File: src/rtl/brew_disp_pkg.sv
// Shared types and helpers for the brew-status display scheduler.
package brew_disp_pkg;

  typedef enum logic [1:0] {
    IDLE  = 2'd0,
    SHOW  = 2'd1,
    ALERT = 2'd2
  } disp_state_t;

  localparam int NUM_DIGITS = 6;
  localparam int DIGIT_W    = 4;
  localparam int WORD_W     = 24;

  // Blank leading zero digits from the top; digit 0 always stays lit.
  function automatic logic [NUM_DIGITS-1:0] lz_mask(input logic [WORD_W-1:0] word);
    logic [NUM_DIGITS-1:0] m;
    logic                  lead;
    m    = '0;
    lead = 1'b1;
    for (int d = NUM_DIGITS - 1; d >= 1; d--) begin
      if (lead && (word[d*DIGIT_W +: DIGIT_W] == 4'h0)) m[d] = 1'b1;
      else lead = 1'b0;
    end
    return m;
  endfunction

endpackage

File: src/rtl/display_scheduler_rr_pick.sv
// Combinational round-robin finder: first requester after cur, wrapping, cur itself last.
module rr_pick #(
  parameter int NUM_SRC = 4,
  parameter int SW      = $clog2(NUM_SRC)
) (
  input  logic [NUM_SRC-1:0] req,
  input  logic [SW-1:0]      cur,
  input  logic               excl0,
  output logic [SW-1:0]      nxt,
  output logic               found
);

  localparam int IW = SW + 1;

  logic [IW-1:0] idx;

  always_comb begin
    nxt   = '0;
    found = 1'b0;
    idx   = '0;
    for (int i = 1; i <= NUM_SRC; i++) begin
      idx = {1'b0, cur} + IW'(i);
      if (idx >= IW'(NUM_SRC)) idx = idx - IW'(NUM_SRC);
      if (!found && req[idx[SW-1:0]] && !(excl0 && (idx == '0))) begin
        found = 1'b1;
        nxt   = idx[SW-1:0];
      end
    end
  end

endmodule

File: src/rtl/display_scheduler.sv
// Time-shares the six-digit display among requesters: round-robin with a fixed
// dwell, source 0 preempts, registered word plus blank mask for the decoder.
module display_scheduler
  import brew_disp_pkg::*;
#(
  parameter int NUM_SRC    = 4,
  parameter int DWELL      = 50_000_000,
  parameter int BLINK_HALF = 12_500_000
) (
  input  logic                      iCLK,
  input  logic                      iRST_N,
  input  logic [NUM_SRC-1:0]        iReq,
  input  logic [WORD_W*NUM_SRC-1:0] iData,
  input  logic [NUM_SRC-1:0]        iBlink,
  input  logic                      iHold,
  output logic [WORD_W-1:0]         oDig,
  output logic [NUM_DIGITS-1:0]     oBlank,
  output logic [2:0]                oSel,
  output logic                      oValid
);

  localparam int SW = $clog2(NUM_SRC);
  localparam int DW = $clog2(DWELL);
  localparam int BW = (BLINK_HALF > 1) ? $clog2(BLINK_HALF) : 1;
  localparam logic [DW-1:0] DWELL_LD   = DW'(DWELL - 1);
  localparam logic [BW-1:0] BLINK_LAST = BW'(BLINK_HALF - 1);

  disp_state_t           state_q, state_d;
  logic [SW-1:0]         sel_q, sel_d;
  logic [SW-1:0]         last_q, last_d;
  logic [DW-1:0]         dwell_q, dwell_d;
  logic [BW-1:0]         bcnt_q, bcnt_d;
  logic                  phase_q, phase_d;
  logic [WORD_W-1:0]     dig_q, dig_d;
  logic [NUM_DIGITS-1:0] blank_q, blank_d;
  logic [2:0]            osel_q, osel_d;
  logic                  valid_q, valid_d;

  logic [SW-1:0]     pick_cur, pick_nxt;
  logic              pick_found;
  logic              expire;
  logic [WORD_W-1:0] word;
  logic              blk;

  always_ff @(posedge iCLK or negedge iRST_N) begin
    if (!iRST_N) begin
      state_q <= IDLE;
      sel_q   <= '0;
      last_q  <= '0;
      dwell_q <= '0;
      bcnt_q  <= '0;
      phase_q <= 1'b0;
      dig_q   <= '0;
      blank_q <= '1;
      osel_q  <= '0;
      valid_q <= 1'b0;
    end else begin
      state_q <= state_d;
      sel_q   <= sel_d;
      last_q  <= last_d;
      dwell_q <= dwell_d;
      bcnt_q  <= bcnt_d;
      phase_q <= phase_d;
      dig_q   <= dig_d;
      blank_q <= blank_d;
      osel_q  <= osel_d;
      valid_q <= valid_d;
    end
  end

  // After an alarm, start the search one below the preempted source so it is found first.
  always_comb begin
    case (state_q)
      SHOW:    pick_cur = sel_q;
      ALERT:   pick_cur = (last_q == '0) ? SW'(NUM_SRC - 1) : last_q - SW'(1);
      default: pick_cur = last_q;
    endcase
  end

  rr_pick #(
    .NUM_SRC(NUM_SRC),
    .SW     (SW)
  ) u_pick (
    .req  (iReq),
    .cur  (pick_cur),
    .excl0(1'b1),
    .nxt  (pick_nxt),
    .found(pick_found)
  );

  always_comb begin
    state_d = state_q;
    sel_d   = sel_q;
    last_d  = last_q;
    dwell_d = dwell_q;
    expire  = (dwell_q == '0) && !iHold;
    case (state_q)
      IDLE: begin
        if (iReq[0]) begin
          state_d = ALERT;
          sel_d   = '0;
        end else if (pick_found) begin
          state_d = SHOW;
          sel_d   = pick_nxt;
          last_d  = pick_nxt;
          dwell_d = DWELL_LD;
        end
      end
      SHOW: begin
        if (iReq[0]) begin
          state_d = ALERT;
          sel_d   = '0;
          last_d  = sel_q;
        end else if (!iReq[sel_q] || expire) begin
          if (pick_found) begin
            sel_d   = pick_nxt;
            last_d  = pick_nxt;
            dwell_d = DWELL_LD;
          end else begin
            state_d = IDLE;
            sel_d   = '0;
          end
        end else if (!iHold) begin
          dwell_d = dwell_q - DW'(1);
        end
      end
      ALERT: begin
        if (!iReq[0]) begin
          if (pick_found) begin
            state_d = SHOW;
            sel_d   = pick_nxt;
            last_d  = pick_nxt;
            dwell_d = DWELL_LD;
          end else begin
            state_d = IDLE;
            sel_d   = '0;
          end
        end
      end
      default: state_d = IDLE;
    endcase
  end

  always_comb begin
    bcnt_d  = (bcnt_q == BLINK_LAST) ? '0 : bcnt_q + BW'(1);
    phase_d = (bcnt_q == BLINK_LAST) ? ~phase_q : phase_q;
  end

  // Output register stage: word follows iData of the current selection every cycle.
  always_comb begin
    word = '0;
    blk  = 1'b0;
    for (int k = 0; k < NUM_SRC; k++) begin
      if (sel_q == SW'(k)) begin
        word = iData[k*WORD_W +: WORD_W];
        blk  = iBlink[k];
      end
    end
    osel_d = 3'(sel_q);
    if (state_q == IDLE) begin
      dig_d   = '0;
      blank_d = '1;
      valid_d = 1'b0;
    end else begin
      dig_d   = word;
      blank_d = (blk && phase_q) ? '1 : lz_mask(word);
      valid_d = 1'b1;
    end
  end

  assign oDig   = dig_q;
  assign oBlank = blank_q;
  assign oSel   = osel_q;
  assign oValid = valid_q;

endmodule

File: config.mk
export PLATFORM = sky130hd
export DESIGN_NAME = display_scheduler
export DESIGN_NICKNAME = d
export VERILOG_FILES = /design/src/rtl/brew_disp_pkg.sv /design/src/rtl/display_scheduler_rr_pick.sv /design/src/rtl/display_scheduler.sv
export SDC_FILE = /design/constraint.sdc
export NUM_CORES = 1
export LEC_CHECK = 0
export ABC_AREA = 1
export CAP_MARGIN = 0
export CORE_ASPECT_RATIO = 1.75
export CORE_UTILIZATION = 39
export DETAILED_ROUTE_END_ITERATION = 10
export PLACE_DENSITY = 0.66
export SYNTH_ARGS = -nofsm -noshare
export SYNTH_HDL_FRONTEND = slang
export SYNTH_SLANG_ARGS = --single-unit
File: constraint.sdc
create_clock -name iCLK -period 2.95 [get_ports iCLK]
set_input_delay 0.295 -clock iCLK [delete_from_list [all_inputs] [get_ports iCLK]]
set_output_delay 0.295 -clock iCLK [all_outputs]
set_load 0.05 [all_outputs]
==> flow_summary.ini <==
[outcome]
outcome = completed

[timing]
clock.fmax_mhz = 366
tns_ns = 0
final-hold-violation-count = 0
fin_crit_sh_pct = 92.6
worst_slew_pin_slew_ns = 0.584
setup_violations = 0
clock_skew_ns = 0.00817
period_minus_slack_ns = 2.73
slew_headroom_pct = 60.9
slew_violations = 0

[critical_path]
critPathRequiredTime_ns = 3.18
crit_type = flip-flop to flip-flop
reg2reg_slack_ns = 0.22
cp-end-kind = flip-flop
worst_ep_arrival_time_ns = 2.96
critPathMaxFanout = 8
startpoint_type = flip-flop

[floorplanning]
dieArea_mm2 = 0.0146
pin_count = 141
start_util_pct = 39.7
core_area_mm2 = 0.0138
die_y_um = 159
dieWidth_um = 91.7
num_rows = 57

[global_routing]
grt_pass1_vias = 5460
overflow = 0
antenna_found_initial = 0
grt_use_total_pct = 22.9
grt_pass1_wl_mm = 26.1
grt_max_degree = 47

[yosys]
synth.ff_latch_count = 90
synth_most_common_cell = nand2_1
synth-simple-area-share_pct = 32.1
syn_nets = 844
synth-xor-area-share_pct = 2.71
synth-async-reset-ratio_pct = 100
syn-cell-area_mm2 = 0.00549
synth_cells = 725
synth_top_family_by_area = simple AND/OR/NAND/NOR gates
synth_compound_gate_area_share_pct = 11.9
synth_adder_area_share_pct = 2.74
postSynthAreaPerCell_um2 = 7.57
synth_top_area_share_pct = 38.3
synth_top_area_cell = dfrtp_1
synth_commonest_cells = nand2_1, inv_1, nor2_1, dfrtp_1, nand3_1
yosysUniqueCellTypes = 52
synthFlopType = dfrtp_1
muxShareOfSynthArea_pct = 0
ys_seq_area_share_pct = 41.2
synth_edf_count = 0
ys_warn_count = 0
synth_area_leaders = dfrtp_1, nand2_1, inv_1

[placement]
dp_hpwl_mm = 12.4
gp_congestion = 0.856
portBuffers = 139

[detailed_routing]
drt_wl_total_mm = 15.6
drt.antenna.violating_nets = 0
drc = 0
drt_iter0_drc = 196
via_per_inst = 5.00
dr.pass1.iters = 5
route.vias.total = 5289
wl_per_cell_um = 14.8

[layout]
drive_gt1_share_pct = 10.2
area_growth_pct = 37.3
final_util_pct = 54.5
antenna_cells = 0
nets = 994

[clock_tree]
cts_made_buffers = 9
ctsLongestPathBuffers = 2
clkTransAtPathRegs_ns = 0.07
clk_latency_ns = 0.34
htree_levels = 3
cts_tree = built
root_buffer = clkbuf_16
clock_sinks = 90

[power]
p_per_area_mw_per_mm2 = 1010
p_leak_nw = 3.41
peakVddDrop_v = 0.00109

[hold_path]
hold_path.class = primary input to asynchronous set/reset pin

[run]
cap_violations = 0
## worst paths after layout
check	cells after the start	endpoint	from
max	17	dwell_q[5]	state_q[1]
max reg2reg	17	dwell_q[5]	state_q[1]
min	2	bcnt_q[16]	iRST_N
min in group iCLK	1	phase_q	phase_q
min reg2reg	1	phase_q	phase_q
max in group asynchronous	3	dwell_q[14]	iRST_N
## placed cells by master (no fill, tap or decap), types with 14 or more instances in the layout
master,n
buf_4,19
o21ai_0,14
clkdlybuf4s50_1,138
nor2_1,95
xor2_1,14
nand4_1,19
nand3_1,52
a21oi_1,25
dfrtp_1,84
nand2_1,154
inv_1,96
## routing by layer
metal | GRT usage [%] | share of wire, %
met4 | 9.81 | 3.4
met2 | 43.4 | 56
met5 | 0 | 0
met3 | 4.49 | 3.9
met1 | 23.8 | 36
## worst max-delay path, cell delays in order, from the launching register on
cell     delay [ns]
dfrtp_1        0.41
inv_1          0.16
ha_2           0.29
a21oi_2        0.08
nand2_2        0.12
nand2_4        0.09
inv_1          0.15
ha_4           0.24
inv_2          0.07
nand3_1        0.10
nand3_2        0.13
nand3_2        0.13
nor2_4         0.18
nand2_1        0.09
nand2_2        0.09
inv_2          0.09
o22ai_1        0.12
inv_1          0.06
## registers in the layout, summed over array words and instances (netlist names)
signal,cells
oDig,24
sel_q,2
oValid,1
bcnt_q,24
state_q,2
phase_q,1
dwell_q,26
last_q,2
oBlank,6
oSel,2
## per-stage QoR
stage                     instance area (um^2)  hold slack, ns  worst slack, ns  instances  total power [W]
after global placement                    7100           0.328            0.159       1037          0.00605
after floorplan                           5490       -0.000591            0.336        725          0.00477
final                                     7540           0.479            0.218       1057          0.00763
after CTS                                 7450           0.487           0.0404       1054          0.00743
after detailed placement                  7100           0.344           0.0579       1037          0.00608
after global routing                      7540           0.504          -0.0299       1057          0.00822
## power breakdown
group          switching [W]  total, W  internal [W]
Clock               0.000501   0.00133      0.000832
Sequential          0.000109   0.00163       0.00152
Combinational        0.00309   0.00468       0.00159
## logic make-up after synthesis
kind of cell | after synthesis
other | 1
AND/OR/NAND/NOR | 380
buffers and inverters | 124
adder cells (fa/ha/maj) | 12
XOR/XNOR | 17
AO/OA/AOI/OAI | 101
flip-flops | 90
## layout make-up
type,count,area [um^2]
clock inverter,6,113
inverter,105,397
clock buffer,10,229
sequential,90,2260
tap,177,221
fill,1309,6300
timing repair buffer,158,1530
multi-input combinational,511,2790
## what timing repair did
action,CTS,global route
hold buffers,1,0
endpoints found under the setup margin,0,30
endpoints found under the hold margin,38,0
gates resized for setup,0,11
setup buffers,0,3
No activity file was read; power rests on OpenSTA's default activity.
